`src/rtl/vend_pkg.sv`:
```
// ============================================================================
//  vend_pkg : shared constants, denomination table and FSM encoding for the
//             vending change path.
//  Revision : 1.0
// ============================================================================
`default_nettype none

package vend_pkg;

  localparam int unsigned AMT_W   = 16;
  localparam int unsigned N_DENOM = 7;
  localparam int unsigned STOCK_W = 8;
  localparam int unsigned IDX_W   = 3;
  localparam int unsigned DVAL_W  = 7;

  // Index 0 is the largest denomination; the picker relies on this ordering.
  localparam logic [DVAL_W-1:0] DENOM_VAL [0:N_DENOM-1] =
    '{7'd100, 7'd50, 7'd20, 7'd10, 7'd5, 7'd2, 7'd1};

  typedef enum logic [2:0] {
    ST_IDLE     = 3'd0,
    ST_SELECT   = 3'd1,
    ST_DISPENSE = 3'd2,
    ST_DONE     = 3'd3,
    ST_FAULT    = 3'd4
  } state_t;

  function automatic logic [DVAL_W-1:0] denom_val(input logic [IDX_W-1:0] idx);
    logic [DVAL_W-1:0] v;
    v = '0;
    if (idx < IDX_W'(N_DENOM)) v = DENOM_VAL[idx];
    return v;
  endfunction

endpackage

`default_nettype wire

```
`src/rtl/vend_denom_pick.sv`:
```
// ============================================================================
//  vend_denom_pick : combinational first-fit picker, returns the lowest index
//                    whose value fits the remainder and whose stock is non-zero.
//  Revision : 1.0
// ============================================================================
`default_nettype none

module vend_denom_pick
  import vend_pkg::*;
#(
  parameter int AMTW   = AMT_W,
  parameter int NDENOM = N_DENOM,
  parameter int STOCKW = STOCK_W
) (
  input  logic [AMTW-1:0]               i_rem,
  input  logic [NDENOM-1:0][STOCKW-1:0] i_stock,
  output logic                          o_found,
  output logic [IDX_W-1:0]              o_idx
);

  // Scan from the smallest denomination upward so the largest fit wins last.
  always_comb begin
    o_found = 1'b0;
    o_idx   = '0;
    for (int i = NDENOM - 1; i >= 0; i--) begin
      if ((i_stock[i] != '0) && (AMTW'(denom_val(IDX_W'(i))) <= i_rem)) begin
        o_found = 1'b1;
        o_idx   = IDX_W'(i);
      end
    end
  end

endmodule

`default_nettype wire

```
`src/rtl/vend_change_sequencer.sv`:
```
// ============================================================================
//  vend_change_sequencer : greedy change payout sequencer with per-denomination
//                          stock tracking and dispenser ack timeout.
//  Revision : 1.0
// ============================================================================
`default_nettype none

module vend_change_sequencer
  import vend_pkg::*;
#(
  parameter int AMTW   = AMT_W,
  parameter int NDENOM = N_DENOM,
  parameter int STOCKW = STOCK_W,
  parameter int TMO    = 255
) (
  input  logic              clk,
  input  logic              rstn,
  input  logic              chg_valid,
  input  logic [AMTW-1:0]   chg_amount,
  output logic              chg_ready,
  input  logic              stock_wr,
  input  logic [2:0]        stock_sel,
  input  logic [STOCKW-1:0] stock_val,
  output logic              disp_req,
  output logic [2:0]        disp_denom,
  input  logic              disp_ack,
  output logic              done,
  output logic [AMTW-1:0]   short_amt,
  output logic              fault,
  input  logic              fault_clr
);

  localparam int TMOW = $clog2(TMO + 1);

  state_t                        r_state;
  state_t                        w_state_nx;
  logic [AMTW-1:0]               r_rem;
  logic [NDENOM-1:0][STOCKW-1:0] r_stock;
  logic [TMOW-1:0]               r_tmo_cnt;
  logic [IDX_W-1:0]              r_denom;
  logic [AMTW-1:0]               r_short;
  logic                          r_fault;

  logic                          w_found;
  logic [IDX_W-1:0]              w_idx;
  logic                          w_timeout;
  logic                          w_ack;
  logic                          w_wr_ok;

  vend_denom_pick #(
    .AMTW   (AMTW),
    .NDENOM (NDENOM),
    .STOCKW (STOCKW)
  ) u_pick (
    .i_rem   (r_rem),
    .i_stock (r_stock),
    .o_found (w_found),
    .o_idx   (w_idx)
  );

  // The final timeout cycle drops disp_req, so an ack there is not a unit.
  assign w_timeout = (r_state == ST_DISPENSE) && (r_tmo_cnt == TMOW'(TMO));
  assign w_ack     = (r_state == ST_DISPENSE) && !w_timeout && disp_ack;
  assign w_wr_ok   = stock_wr && ({1'b0, stock_sel} < (IDX_W + 1)'(NDENOM));

  always_ff @(posedge clk or negedge rstn) begin
    if (!rstn) r_state <= ST_IDLE;
    else       r_state <= w_state_nx;
  end

  always_comb begin
    w_state_nx = r_state;
    chg_ready  = 1'b0;
    disp_req   = 1'b0;
    done       = 1'b0;
    unique case (r_state)
      ST_IDLE: begin
        chg_ready = 1'b1;
        if (chg_valid) w_state_nx = ST_SELECT;
      end
      ST_SELECT: begin
        w_state_nx = w_found ? ST_DISPENSE : ST_DONE;
      end
      ST_DISPENSE: begin
        disp_req = !w_timeout;
        if (w_timeout)     w_state_nx = ST_FAULT;
        else if (disp_ack) w_state_nx = ST_SELECT;
      end
      ST_DONE: begin
        done       = 1'b1;
        w_state_nx = ST_IDLE;
      end
      ST_FAULT: begin
        if (fault_clr) w_state_nx = ST_IDLE;
      end
      default: w_state_nx = ST_IDLE;
    endcase
  end

  always_ff @(posedge clk or negedge rstn) begin
    if (!rstn) begin
      r_rem     <= '0;
      r_denom   <= '0;
      r_short   <= '0;
      r_tmo_cnt <= '0;
      r_fault   <= 1'b0;
    end else begin
      if ((r_state == ST_IDLE) && chg_valid)
        r_rem <= chg_amount;
      else if (w_ack)
        r_rem <= r_rem - AMTW'(denom_val(r_denom));
      else if ((r_state == ST_FAULT) && fault_clr)
        r_rem <= '0;

      if ((r_state == ST_SELECT) && w_found) r_denom <= w_idx;
      // rem is zero or unpayable here, either way it is the shortfall.
      if ((r_state == ST_SELECT) && !w_found) r_short <= r_rem;

      if ((r_state != ST_DISPENSE) || w_ack || w_timeout)
        r_tmo_cnt <= '0;
      else
        r_tmo_cnt <= r_tmo_cnt + 1'b1;

      if (w_timeout)
        r_fault <= 1'b1;
      else if ((r_state == ST_FAULT) && fault_clr)
        r_fault <= 1'b0;
    end
  end

  // A host load on the same index as an ack decrement takes precedence.
  always_ff @(posedge clk or negedge rstn) begin
    if (!rstn) begin
      r_stock <= '0;
    end else begin
      for (int i = 0; i < NDENOM; i++) begin
        if (w_wr_ok && (stock_sel == IDX_W'(i)))
          r_stock[i] <= stock_val;
        else if (w_ack && (r_denom == IDX_W'(i)) && (r_stock[i] != '0))
          r_stock[i] <= r_stock[i] - 1'b1;
      end
    end
  end

  assign disp_denom = r_denom;
  assign short_amt  = r_short;
  assign fault      = r_fault;

endmodule

`default_nettype wire

```
`config.mk`:
```
export PLATFORM = sky130hd
export DESIGN_NAME = vend_change_sequencer
export DESIGN_NICKNAME = d
export VERILOG_FILES = /design/src/rtl/vend_pkg.sv /design/src/rtl/vend_denom_pick.sv /design/src/rtl/vend_change_sequencer.sv
export SDC_FILE = /design/constraint.sdc
export NUM_CORES = 1
export LEC_CHECK = 0
export BUFFER_PORTS_ARGS = -buffer_cell sky130_fd_sc_hd__buf_2
export CAP_MARGIN = 20
export CORE_MARGIN = 5
export CORE_UTILIZATION = 25
export DETAILED_ROUTE_END_ITERATION = 10
export GPL_ROUTABILITY_DRIVEN = 1
export RECOVER_POWER = 50
export SLEW_MARGIN = 20
export SYNTH_ARGS = -nofsm -noshare
export SYNTH_HDL_FRONTEND = slang
export SYNTH_HIERARCHICAL = 1
export SYNTH_SLANG_ARGS = --single-unit
```
`constraint.sdc`:
```
create_clock -name clk -period 3.78 [get_ports clk]
set_clock_uncertainty 0.1 [all_clocks]
set_input_delay 0.756 -clock clk [delete_from_list [all_inputs] [get_ports clk]]
set_output_delay 0.756 -clock clk [all_outputs]
set_load 0.02 [all_outputs]
```
# == Yosys cells after proc, flatten, opt, wreduce, memory -nomap -nowiden ==
# Memories as Yosys holds them, arrays and structs flattened.
# Index checks and enable logic that the tools add are counted.
# op_classes
add_sub_neg,9
n_mul,0
div,0
magnitude_cmp,10
eq_ne,21
shift,0
muxes,48
bitwise,1
reduce_logical,60
# op_table
op,n
8-bit two-way mux,15
8-bit nonzero test,7
8-bit by 1-bit subtractor with 8-bit output (second input constant),7
16-bit two-way mux,3
1-bit logical AND,36
7-bit two-way mux,5
3-bit two-way mux,11
3-bit equality test (second input constant),7
3-bit by 2-bit equality test with 1-bit output (second input constant),6
1-bit by 16-bit <= comparator with 1-bit output (first input constant),1
2-bit by 16-bit <= comparator with 1-bit output (first input constant),1
3-bit by 16-bit <= comparator with 1-bit output (first input constant),1
4-bit by 16-bit <= comparator with 1-bit output (first input constant),1
5-bit by 16-bit <= comparator with 1-bit output (first input constant),1
6-bit by 16-bit <= comparator with 1-bit output (first input constant),1
7-bit by 16-bit <= comparator with 1-bit output (first input constant),1
2-bit nonzero test,8
16-bit by 7-bit subtractor with 16-bit output,1
1-bit two-way mux,13
3-bit one-hot mux with 4 select lines,1
3-bit by 1-bit equality test with 1-bit output (second input constant),3
3-bit logical NOT,3
8-bit by 1-bit adder with 8-bit output (second input constant),1
8-bit equality test (second input constant),1
10 further kinds,14
# totals
register_bits,103
latch_bits,0
mem_bits_rw,0
mem_bits_ro,56
inputBits,33
out_inout_bits,23
wordCells,163
mem_count,1
# mem_list
memory,words,word_bits,read_ports,rd_clocked_by_memory_dff,wr,line,source
(no name shown),8,7,1,0,0,vend_pkg.sv:31,if (idx < IDX_W'(N_DENOM)) v = DENOM_VAL[idx];

# == Longest topological paths before layout ==
# logic_depth
word_depth,11
mapped_depth,11
depth_no_buf,11

# == Cells and area by module ==
# The synthesis kept the hierarchy.
# modules_own_cells
mod,instances,cells_per_inst,area_per_inst_um2,seq_area_each_um2
vend_change_sequencer,1,623,5905.7,2577.5
vend_denom_pick,1,50,356.6,0.0

# == Least setup slack after synthesis ==
# OpenSTA, ideal clock, no wires.
# synth_path
path_kind,register to register
startpoint,register r_denom[2] (netlist: disp_denom[2])
endpoint,register r_rem[13]
setup_time_ps,71
t_arrival_ps,2836
required_time_ps,3609
setup_slack_ps,773
path_stages_with_launch,11
n_path_buf,1
period_less_slack_ps,3007
path_cell_list,dfrtp_1 clkbuf_1 nor2_1 a31oi_1 ha_1 nor2b_1 o2111a_1 o41a_1 nand2b_4 or4_1 nand4_1
# synth_between
elab_chain_cells,10
word_cells_on_any_way,11
cone_classes,1 x add/sub; 1 x order compare; 7 x mux; 1 x bitwise; 1 x memory
# synth_rtl
element,line,source
"start, declared",vend_change_sequencer.sv:40,logic [IDX_W-1:0] r_denom;
"start signal, assigned",vend_change_sequencer.sv:115,if ((r_state == ST_SELECT) && w_found) r_denom <= w_idx;
3-bit inverter with 4-bit output (not written as such),vend_pkg.sv:31,
memory 8 x 7 bit,--,
7-bit two-way mux (not written as such) (2 in a row),vend_pkg.sv:31,
7-bit two-way mux (*),vend_pkg.sv:31,
7-bit two-way mux (*),vend_change_sequencer.sv:110,else if (w_ack)
7-bit two-way mux (*),vend_change_sequencer.sv:108,if ((r_state == ST_IDLE) && chg_valid)
16-bit by 7-bit subtractor with 16-bit output (*),vend_change_sequencer.sv:111,r_rem <= r_rem - AMTW'(denom_val(r_denom));
16-bit two-way mux (*),vend_change_sequencer.sv:110,
16-bit two-way mux (*),vend_change_sequencer.sv:108,
"end signal, assigned",vend_change_sequencer.sv:109,r_rem <= chg_amount;
"end signal, assigned",vend_change_sequencer.sv:111,
"end, declared",vend_change_sequencer.sv:37,logic [AMTW-1:0] r_rem;
# Mark *: on every way between the ends. The rest lies on a longest branch, timed or not. The select of a mux whose other input is x is not followed.
# A chain may end at the register's enable or synchronous reset.

# == Worst setup path in the final report ==
# layout_path
startpoint,register r_denom[2] (netlist: disp_denom[2])
endpoint,register r_rem[8]
# Same word-level chain as after synthesis.

==> key figures <==
Yosys
  • #FFs+latches synth: 103
  • Yosys warnings: 6
  • Asr flop ratio synth: 100%
  • Count of flip-flops with a built-in enable after synthesis: 0
  • Synth area leaders: dfrtp_1 (41%), ha_1 (5.2%), xor2_1 (5.2%), nand2_1 (4.3%), o21ai_0 (4.2%)
  • Post-synth top flop: dfrtp_1
  • Unique masters post-synth: 64
  • Synth top area share: 41.2%
  • Mapped Area: 6260 um2
  • Avg Inst Size Synth: 9.30 um2
  • Cells after synthesis: 673
  • Sequential area share after synthesis: 41.2%
  • Largest area contributor in the netlist: dfrtp_1
  • Synth Net Count: 733

Setup path
  • CP max stage cell: dfrtp_1
  • Critical Path Source Type: register
  • Crit path cell chain: inv_1 > nor2_1 > ha_1 > inv_1 > fa_1 > a211oi_1 > o21ai_0 > a21oi_1 > nor2b_1 > o21ai_0 > a221o_1
  • WS Path Type: reg2reg
  • CP Capture Type: register
  • CP Data Required Time: 3.93 ns
  • Crit-path max FO: 13
  • Worst Path Arrival: 3.38 ns
  • CP peak stage delay: 0.64 ns
  • Worst path top cell family by delay: compound AO/OA/AOI/OAI gates
  • Bufs and invs on worst path: 2

Global routing
  • Number of global-route vias before repair: 4759
  • Largest net degree at the start of global routing: 55
  • GRT Util Overall: 11.5%
  • Total gr overflow: 0
  • First-pass GRT wire length: 26200 um
  • Initial antenna violation count: 0

Place
  • Input/output buffers: 55
  • Placed cell areas: 6910 um2
  • GPL Wtd Cong: 0.864
  • Post-Place Worst Slack: 0.575 ns
  • Detailed-placement wirelength estimate: 11700 um

Layout
  • Area delta synth->final: 14.4%
  • Design Area, Final: 7160 um2
  • N_diodes: 0
  • Commonest non-fill, non-tap cell in the layout: dfrtp_1
  • # nets final: 784
  • Filler cells: 2625
  • Most frequent cells in the layout: dfrtp_1 (103), nand2_1 (72), nor2_1 (61)
  • Share of layout cells above drive strength 1: 14.8%

Power and ir drop
  • Gate power share: 35.8%
  • Sw Share: 40.8%
  • P_sw: 1.68 mW
  • Seq pwr share: 42.7%
  • LEAKAGE: 2.90 nW
  • Cell Pwr Density: 575 nW/um2
  • Clock network power share: 21.4%
  • Int Pwr: 2.44 mW
  • Pwr Total: 4.12 mW
  • VDD IR max: 219 uV

Floorplanning
  • Site Rows: 58
  • Initial core utilization: 25.2%
  • Die outline height: 168 um
  • Die Footprint: 28300 um2
  • Io pins: 56
  • Die width: 168 um
  • Core Region: 24900 um2

Clock tree
  • Clock Latency Late Sink: 0.36 ns
  • Root Driver: clkbuf_16
  • Clock-pin slew on the worst setup and hold paths: 0.07 ns
  • CTS tree: done
  • Cts hold-fix bufs: 0
  • Num CTS Buffers: 9
  • CTS H-tree lvls: 3
  • Clock sinks: 103
  • Number of buffers on the longest clock path: 2
  • Post-CTS sizing: 0
  • Number of post-CTS setup repair buffers: 0

Timing
  • Worst Tran Pin Value: 1.42 ns
  • RSZ-0062 raised after global routing: no
  • Slew margin rel.: 5.05%
  • Final hold slack: 0.408 ns
  • Tcrit/Tclk final: 85.6%
  • Fin. Hold Viols: 0
  • Clock period minus worst slack: 3.24 ns
  • Fin. max-slew vios: 0
  • F_max: 309 MHz
  • Final setup TNS: 0 ns
  • Final Setup Violations: 0
  • Setup ws final: 0.543 ns

Route
  • Vias/cell: 4.71
  • Number of remaining DRC errors: 0
  • Drt initial violations: 416
  • Vias: 4989
  • DRT Pass-1 Iters: 4
  • WL final: 16000 um
  • Drt wl/cell: 15.1 um
  • Final antenna-violating net count: 0

Status
  • Status: finished, final reports clean

Min path
  • Hold Crit Class: reg2reg

Job
  • Max Cap Viol: 0
power groups by stage:
stage / logic [mW] / registers (mW) / clock network, mW
detailed placement: 1.48 / 1.77 / 0
finish: 1.48 / 1.76 / 0.884
global placement: 1.46 / 1.77 / 0
global route: 1.67 / 1.81 / 0.961
CTS: 1.49 / 1.75 / 0.912
floorplan: 1.15 / 1.66 / 0
sequential cells by signal, summed over array words and instances, names as in the netlist:
name        flops
disp_denom      3
fault           1
r_rem          16
r_state         3
r_stock        56
r_tmo_cnt       8
short_amt      16
layer usage:
metal,vias to the layer above,GRT usage (%),part of all wire (%)
met5,-,0,0
met4,0,3.18,1.2
met3,13,2.21,3.1
met2,61,19.4,50
met1,2394,15.2,45
li1,2521,-,-
cells by family after synthesis:
logic type	after synthesis	share of synthesized area, %
adders and majority gates	27	5.51
xor gates and xnor gates	57	7.97
buffers and inverters	50	3.46
DFF	103	41.2
muxes	24	4.28
AOI/OAI and AO/OA	137	14.0
and+or+nand+nor	275	23.6
cell type report:
cell class / instances / area, um2 / share of cell area, %
well taps: 330 / 413 / 5.76
clock buffers: 9 / 225 / 3.14
repair buffers: 63 / 333 / 4.65
flip-flops and latches: 103 / 2580 / 36.0
inverters: 27 / 101 / 1.41
clock inverters: 7 / 46.3 / 0.646
multi-input cells: 520 / 3470 / 48.4
cell usage after synthesis, drive strengths merged, types with 11 or more instances:
master and number:
a21oi 36, buf 11, clkbuf 12, dfrtp 103
ha 26, inv 27, mux2 22, nand2 72
nand3 21, nor2 61, nor3 24, nor4 25
o21ai 59, xnor2 20, xor2 37
final timing paths:
kind,start,endpoint,slack (ns),depth (start not counted)
setup / recovery,disp_denom[2],r_rem[8],0.54,11
hold / removal,short_amt[10],short_amt[10],0.41,1
setup reg to reg,disp_denom[2],r_rem[8],0.54,11
hold reg to reg,short_amt[10],short_amt[10],0.41,1
max in group asynchronous,rstn,r_tmo_cnt[6],1.59,2
min in group asynchronous,rstn,short_amt[10],0.63,1
stage by stage:
stage          utilization (%)  instances
2_1_floorplan                -        673
3_3_place_gp              27.8       1043
3_5_place_dp              27.8       1043
4_1_cts                   28.9       1059
5_1_grt                   28.8       1059
6_report                  28.8       1059
No activity file was read; power rests on OpenSTA's default activity.
